[src/rtl/instr_mem_pipelined.sv]
`default_nettype none
// ============================================================================
// Module      : instr_mem_pipelined
// Description : Byte-array instruction memory for the fetch path. It returns a
//               little-endian 32-bit fetch after a programmable latency, with
//               valid/ready on request and response, a byte-wide program-load
//               port and a flush for branch redirects.
// Revision    : 1.0 - initial release
// ============================================================================
module instr_mem_pipelined #(
  parameter int          ADDR_W      = 64,
  parameter int          DEPTH_BYTES = 16,
  parameter int          LATENCY     = 1,
  parameter logic [31:0] NOP_INST    = 32'h0000_0013,
  localparam int         IDX_W       = $clog2(DEPTH_BYTES)
) (
  input  logic              clk,
  input  logic              rst_n,
  input  logic              req_valid,
  output logic              req_ready,
  input  logic [ADDR_W-1:0] req_addr,
  output logic              rsp_valid,
  input  logic              rsp_ready,
  output logic [31:0]       rsp_inst,
  output logic [1:0]        rsp_fault,
  input  logic              flush,
  input  logic              prog_we,
  input  logic [IDX_W-1:0]  prog_addr,
  input  logic [7:0]        prog_wdata
);

  localparam int LAST = LATENCY - 1;

  // Storage is deliberately not reset so loaded code survives a core reset.
  logic [7:0] mem_q [DEPTH_BYTES];

  logic              w_advance;
  logic              w_accept;
  logic [IDX_W-1:0]  w_idx0;
  logic [IDX_W-1:0]  w_idx1;
  logic [IDX_W-1:0]  w_idx2;
  logic [IDX_W-1:0]  w_idx3;
  logic              w_misaligned;
  logic              w_out_of_range;
  logic [1:0]        w_fault;
  logic [31:0]       w_inst;

  // Stage LAST is the output stage; stage 0 receives newly accepted fetches.
  logic [LATENCY-1:0]       vld_q,   vld_d;
  logic [LATENCY-1:0][31:0] inst_q,  inst_d;
  logic [LATENCY-1:0][1:0]  fault_q, fault_d;

  // The whole pipe moves as one; a held output stalls every stage behind it.
  assign w_advance = ~vld_q[LAST] | rsp_ready;
  // A load cycle blocks fetches so a fetch never samples a byte being written.
  assign req_ready = w_advance & ~prog_we;
  assign w_accept  = req_valid & req_ready;

  // Byte lanes wrap modulo the storage size (only reachable on faulted fetches).
  assign w_idx0 = req_addr[IDX_W-1:0];
  assign w_idx1 = w_idx0 + IDX_W'(1);
  assign w_idx2 = w_idx0 + IDX_W'(2);
  assign w_idx3 = w_idx0 + IDX_W'(3);

  assign w_misaligned   = (req_addr[1:0] != 2'b00);
  assign w_out_of_range = |req_addr[ADDR_W-1:IDX_W];

  // Program-load write port: one byte per cycle.
  always_ff @(posedge clk) begin
    if (prog_we) begin
      mem_q[prog_addr] <= prog_wdata;
    end
  end

  // Fetch word and fault code; out-of-range takes priority over misalignment.
  always_comb begin
    w_fault = 2'b00;
    if (w_out_of_range) begin
      w_fault = 2'b10;
    end else if (w_misaligned) begin
      w_fault = 2'b01;
    end
    w_inst = {mem_q[w_idx3], mem_q[w_idx2], mem_q[w_idx1], mem_q[w_idx0]};
    if (w_fault != 2'b00) begin
      w_inst = NOP_INST;
    end
  end

  // Next state of the response shift register, including flush of valid bits.
  always_comb begin
    vld_d   = vld_q;
    inst_d  = inst_q;
    fault_d = fault_q;
    if (w_advance) begin
      vld_d[0]   = w_accept;
      inst_d[0]  = w_inst;
      fault_d[0] = w_fault;
      for (int i = 1; i < LATENCY; i++) begin
        vld_d[i]   = vld_q[i-1];
        inst_d[i]  = inst_q[i-1];
        fault_d[i] = fault_q[i-1];
      end
    end
    // A fetch accepted alongside a flush belongs to the redirected stream.
    if (flush) begin
      vld_d    = '0;
      vld_d[0] = w_accept;
    end
  end

  // Pipeline registers; reset drops every in-flight fetch immediately.
  always_ff @(posedge clk or negedge rst_n) begin
    if (!rst_n) begin
      vld_q   <= '0;
      inst_q  <= '0;
      fault_q <= '0;
    end else begin
      vld_q   <= vld_d;
      inst_q  <= inst_d;
      fault_q <= fault_d;
    end
  end

  assign rsp_valid = vld_q[LAST];
  assign rsp_inst  = inst_q[LAST];
  assign rsp_fault = fault_q[LAST];

endmodule
`default_nettype wire

[config.mk]
export PLATFORM = sky130hd
export DESIGN_NAME = instr_mem_pipelined
export DESIGN_NICKNAME = d
export VERILOG_FILES = /design/src/rtl/instr_mem_pipelined.sv
export SDC_FILE = /design/constraint.sdc
export NUM_CORES = 1
export LEC_CHECK = 0
export ABC_AREA = 1
export BUFFER_PORTS_ARGS = -buffer_cell sky130_fd_sc_hd__clkbuf_2
export CAP_MARGIN = 5
export CORE_UTILIZATION = 30
export DETAILED_ROUTE_END_ITERATION = 6
export SKIP_LAST_GASP = 1
export SLEW_MARGIN = 20
export SYNTH_ARGS = -nofsm -noshare
export SYNTH_HDL_FRONTEND = slang
export SYNTH_SLANG_ARGS = --single-unit
export TNS_END_PERCENT = 50
[constraint.sdc]
create_clock -name clk -period 1.7 [get_ports clk]
set_input_delay 0.085 -clock clk [delete_from_list [all_inputs] [get_ports clk]]
set_output_delay 0.085 -clock clk [all_outputs]
set_load 0.02 [all_outputs]
==> results of run 1 <==
==> cells in the final DEF (no fill, tap or decap), types with 4 or more instances in the layout <==
cell type   instances
a21boi_0            9
buf_12             13
buf_4              57
clkbuf_16          17
clkbuf_2          116
clkinvlp_4          4
dfrtp_1            35
edfxtp_1          128
ha_1                4
inv_1              59
inv_2               5
nand2_1           405
nand3_1           328
nor2_1             77
o211ai_1           42
o21ai_0            30
o21ai_1             7
or2_2              10
==> power breakdown <==
part	internal, mW	switching [mW]
logic	0.629	1.15
registers	4.37	0.0291
clock network	2.15	1.60
total	7.16	2.78
==> per-layer routing <==
metal  part of all wire (%)  up-vias  routed length (um)  global-route usage (%)
met5                      0        -                   0                       0
met4                    2.4        0                 790                    6.78
met3                    9.7       49                3210                    4.60
met2                     45      495               14800                    32.5
met1                     43     4238               14300                    27.4
li1                       -     4446                   -                       -
==> layout make-up <==
cell class / count / area, um2 / area share [%]
flip-flops and latches: 163 / 4720 / 40.5
multi-input cells: 925 / 4300 / 36.9
repair buffers: 190 / 1310 / 11.2
well taps: 402 / 503 / 4.31
clock buffers: 19 / 433 / 3.71
inverters: 67 / 256 / 2.20
clock inverters: 13 / 135 / 1.16
==> repair_timing <==
action | CTS | global route
hold buffers | 3 | 0
hold endpoints to repair | 22 | 0
endpoints found under the setup margin | 0 | 3
resized for setup | 0 | 1
==> cell families (layout without fill, tap and decap cells) <==
family | count (synthesis) | after routing | share of synthesized area [%]
xor gates and xnor gates | 2 | 2 | 0.572
AOI/OAI and AO/OA | 92 | 92 | 6.36
adders and majority gates | 5 | 5 | 0.649
and+or+nand+nor | 826 | 826 | 37.0
buffers and inverters | 140 | 289 | 6.39
DFF | 163 | 163 | 49.0
==> through the flow <==
stage / hold slack, ps / area (um2) / TNS, ps
global placement: 118 / 11100 / -55.6
finish: 108 / 11700 / 0
floorplan: -211 / 9640 / -71.6
CTS: 82.1 / 11700 / 0
detailed placement: 133 / 11100 / -52.4
global route: 108 / 11700 / -55.5
==> state kept, by name (all words and copies together) (netlist names) <==
signal     cells
mem_q        128
rsp_fault      2
rsp_inst      32
rsp_valid      1
==> path summary, 6_finish.rpt <==
path | start | to | slack (ps) | depth (start not counted)
setup / recovery | rsp_valid$_DFFE_PN0P_ | rsp_inst[19]$_DFFE_PN0N_ | 120 | 9
hold / removal | prog_wdata[3] | mem_q[11][3]$_DFFE_PP_ | 110 | 1
min in group asynchronous | rst_n | rsp_inst[25]$_DFFE_PN0N_ | 190 | 2
hold reg to reg | rsp_inst[5]$_DFFE_PN0N_ | rsp_inst[5]$_DFFE_PN0N_ | 480 | 2
setup reg to reg | rsp_valid$_DFFE_PN0P_ | rsp_inst[19]$_DFFE_PN0N_ | 120 | 9
max in group asynchronous | rst_n | rsp_inst[29]$_DFFE_PN0N_ | 930 | 3
==> synthesized netlist by cell type <==
cell type	instances
nand2_1	405
nand3_1	328
edfxtp_1	128
nor2_1	78
inv_1	60
o211ai_1	42
dfrtp_1	35
buf_2	31
o21ai_0	30
clkbuf_1	20
buf_1	12
or2_2	10
a21boi_0	9
o21ai_1	7
buf_4	6
ha_1	5
inv_2	4
buf_6	3
inv_4	2
nor2_2	2
o21ai_4	2
a21oi_1	1
clkbuf_2	1
clkinv_1	1
nand2_2	1
nor2_4	1
nor2_8	1
o21a_1	1
xnor2_4	1
xor2_4	1
==> critical path, delay by kind of cell (launching register included) <==
kind / cells / cell delay, ps
AND/OR/NAND/NOR: 8 / 1080
flip-flops: 1 / 380
buffers and inverters: 1 / 70
==> out/metrics.csv, run 1 <==
metric;value;unit
yosysTopAreaCell;edfxtp_1;
vias;9228;
vias_per_cell;5.19;
drive_gt1_share;17.7;%
cts_buffers;17;
drt_iter0_drc;1141;
synth_cell_type_count;30;
insertion_delay;440;ps
clockBufferDepth;2;
ys_warn_count;0;
grt_pass1_wl;50200;um
worst_pin_slew;634;ps
critPathMaxFanout;19;
syn-num-nets;1315;
finalHoldViolations;0;
crit_path_end_kind;register;
required;2080;ps
drv_slew;0;
grt_overflow;0;
slowest_delay;380;ps
initial_core_util;30.5;%
synth-seq-cells;163;
cts-root-buf;clkbuf_16;
path_cells;inv_1, nor2_2, nor2_1, nand2_1, nor2_2, nand2_2, nor2_8, nand3_1, nand2_1;
postRouteAntennaNets;0;
cts_sinks;163;
yosysTopAreaCellShare;39.9;%
io_pins;118;
netlist_top_cells_area;edfxtp_1, nand3_1, nand2_1;
p_leak;5.09;nW
antenna_found_initial;0;
gp_congestion;0.930;
relSlewSlack;57.7;%
htreeDepth;4;
cts_setup_buffers;0;
fin_nets;1451;
skew;8.66;ps
utilization;37.0;%
synth_area;9630;um2
dpl.hpwl;23800;um
portBuffers;117;
clock.fmax;632;MHz
grt_usage;20.4;%
setup_viol;0;
place_ws;-31.3;ps
drc;0;
peakVddDrop;0.000685;V
dr.pass1.iters;6;
placementRows;65;
finalCritPeriodShare;93.1;%
area_growth;21.0;%
fin_cells;1779;
antenna_cells;0;
wl_per_cell;18.6;um
fp.dieArea;32800;um2
syn_area_per_cell;7.84;um2
layout_min_cycle_time;1580;ps
status;finished clean;
rsz0062_at_grt;true;
grt_pass1_vias;8478;
min_path_type;in -> reg;
timing.max_cap.violations;0;
drt_wl_total;33100;um
die_w;181;um
cts_tree;done;
n_fill_cell;3222;
startpoint_type;register;
worst_slack;117;ps
critPathSlowestCell;dfrtp_1;
crit_arrival;1960;ps
dp_cells;1744;
core_area;31600;um2
die_y;181;um
ys_seq_area_share;49.0;%
clk_pin_slew;70;ps
grt_max_degree;93;
total_power;9.93;mW
crit_type;reg -> reg;
pwr_density_cell;852;nW/um2
synthCells;1228;
Power figures use the tool's default switching activity.
==> run 2: changes to the inputs <==
Settings changed: CORE_ASPECT_RATIO set to 1.1.
==> out/metrics.csv, run 2 (same netlist as run 1, synthesis figures left out) <==
metric;value;unit
worstSetupPathDepth;5;
dr.pass1.iters;5;
placementRows;68;
reg2regPathDepth;10;
slowest_delay;340;ps
initial_core_util;30.6;%
placed_area;11100;um2
power_switching;2.75;mW
area_growth;21.7;%
die_y;190;um
setup_viol;0;
cts-root-buf;clkbuf_16;
r2r_start;rsp_valid$_DFFE_PN0P_;
drt_wl_total;33200;um
top_usage_layer;met2;
crit_arrival;1540;ps
critical_path_buf_inv_count;3;
wl_per_cell;18.5;um
drt_iter0_drc;884;
grt_pass1_wl;50100;um
clockBufferDepth;2;
status;finished clean;
rsz0062_at_grt;true;
htreeDepth;4;
grt.met3_usage;6.06;%
layout_commonest_cell;nand2_1;
core_area;31500;um2
io_pins;118;
fp.dieArea;32800;um2
vias;9398;
clk_pin_slew;60;ps
cts_buffers;17;
vias_per_cell;5.22;
min_path_type;in -> reg;
grt_max_degree;67;
die_w;173;um
critPathMaxFanout;32;
grt_util_met2;33.2;%
required;1620;ps
path_cells;inv_1, nor2_2, buf_8, nor2_1, clkbuf_2;
fin_cells;1799;
layout_common_cells;nand2_1, nand3_1, edfxtp_1;
layout_min_cycle_time;1620;ps
regMostFlops;mem_q;
crit_path_end_kind;primary output;
crit_type;reg -> out;
grt_util_met1;25.1;%
gp_congestion;0.933;
clock.fmax;616;MHz
grt_pass1_vias;8626;
dpl.hpwl;23500;um
postRouteAntennaNets;0;
dp_cells;1756;
crit_family;buffers and inverters;
largest_reg_flops;128;
finalCritPeriodShare;95.4;%
startpoint;rsp_valid$_DFFE_PN0P_;
peakVddDrop;0.000516;V
fin_nets;1452;
insertion_delay;430;ps
drv_slew;0;
portBuffers;117;
endpoint;req_ready;
r2r-end;rsp_inst[19]$_DFFE_PN0N_;
startpoint_type;register;
r2r_setup_slack;80;ps
clkPwrFrac;37.6;%
grt_usage;20.3;%
skew;7.65;ps
timing.max_cap.violations;0;
switching_share;27.7;%
cts_tree;done;
grt_overflow;0;
antenna_found_initial;1;
finalHoldViolations;0;
cts_sinks;163;
drive_gt1_share;17.6;%
p_int;7.15;mW
worst_pin_slew;977;ps
critPathSlowestCell;dfrtp_1;
drc;0;
seqPwrFrac;44.5;%
postLayoutCellArea;11700;um2
p_leak;5.10;nW
relSlewSlack;34.9;%
p_comb_share;18.0;%
pwr_density_cell;844;nW/um2
run 2: cell count changes in the layout (fill, tap and decap cells not counted), sizes merged:
cell	change
clkbuf	+3
nor2	+1
inv	-1
clkinv	-2
diode	+1
run 2: routing by layer:
metal  vias to the layer above  routed length (um)  part of all wire [%]
met4                         0                1130                   3.4
met2                       514               15300                    46
met3                        69                3290                   9.9
li1                       4449                   -                     -
met1                      4366               13500                    41
met5                         -                   0                     0
run 2: how the worst min path moves through the flow:
| stage | startpoint | to | slack [ps] | cells after the start |
|---|---|---|---|---|
| 2_1_floorplan | rst_n | rsp_fault[0]$_DFFE_PN0N_ | -210 | 0 |
| 3_3_place_gp | rst_n | rsp_inst[25]$_DFFE_PN0N_ | 290 | 1 |
| 3_5_place_dp | rst_n | rsp_inst[28]$_DFFE_PN0N_ | 290 | 1 |
| 4_1_cts | prog_wdata[0] | mem_q[9][0]$_DFFE_PP_ | 50 | 1 |
| 5_1_grt | prog_wdata[0] | mem_q[14][0]$_DFFE_PP_ | 80 | 1 |
| 6_report | prog_wdata[0] | mem_q[10][0]$_DFFE_PP_ | 80 | 1 |
run 2: final cells by class:
class	count	area [um2]
fill	3203	19800
sequential	163	4720
multi-input combinational	926	4310
timing repair buffer	190	1350
tap	420	526
clock buffer	22	444
inverter	67	256
clock inverter	10	113
antenna	1	2.50
run 2: repair_timing:
action | CTS | global route
setup buffers | 0 | 6
hold buffers | 3 | 0
gates resized for setup | 1 | 1
pin swaps | 0 | 1
endpoints found under the setup margin | 1 | 5
gates cloned | 0 | 1
hold endpoints to repair | 36 | 0
run 2: stage by stage:
step	setup slack (ps)	utilization (%)	total power, mW	hold WS, ps	setup TNS, ps
2_1_floorplan	-17.9	-	5.49	-211	-71.6
3_3_place_gp	29.3	35.2	6.22	290	0
3_5_place_dp	34.1	35.2	6.23	286	0
4_1_cts	5.00	37.1	9.91	51.2	0
5_1_grt	-37.8	37.2	10.2	78.1	-193
6_report	77.9	37.2	9.90	76.4	0
run 2: power by group through the flow:
stage                     sequential [mW]  clock (mW)  combinational (mW)
after floorplan                      4.48           0                1.02
after global placement               4.48           0                1.74
after detailed placement             4.49           0                1.74
after CTS                            4.40        3.75                1.75
after global routing                 4.41        3.90                1.93
final                                4.40        3.72                1.78
run 2: worst register-to-register path, delay by kind of cell, from the launching register on:
| family | cells | cell delay (ps) |
|---|---|---|
| and+or+nand+nor | 8 | 940 |
| buffers and inverters | 2 | 260 |
| DFF | 1 | 370 |
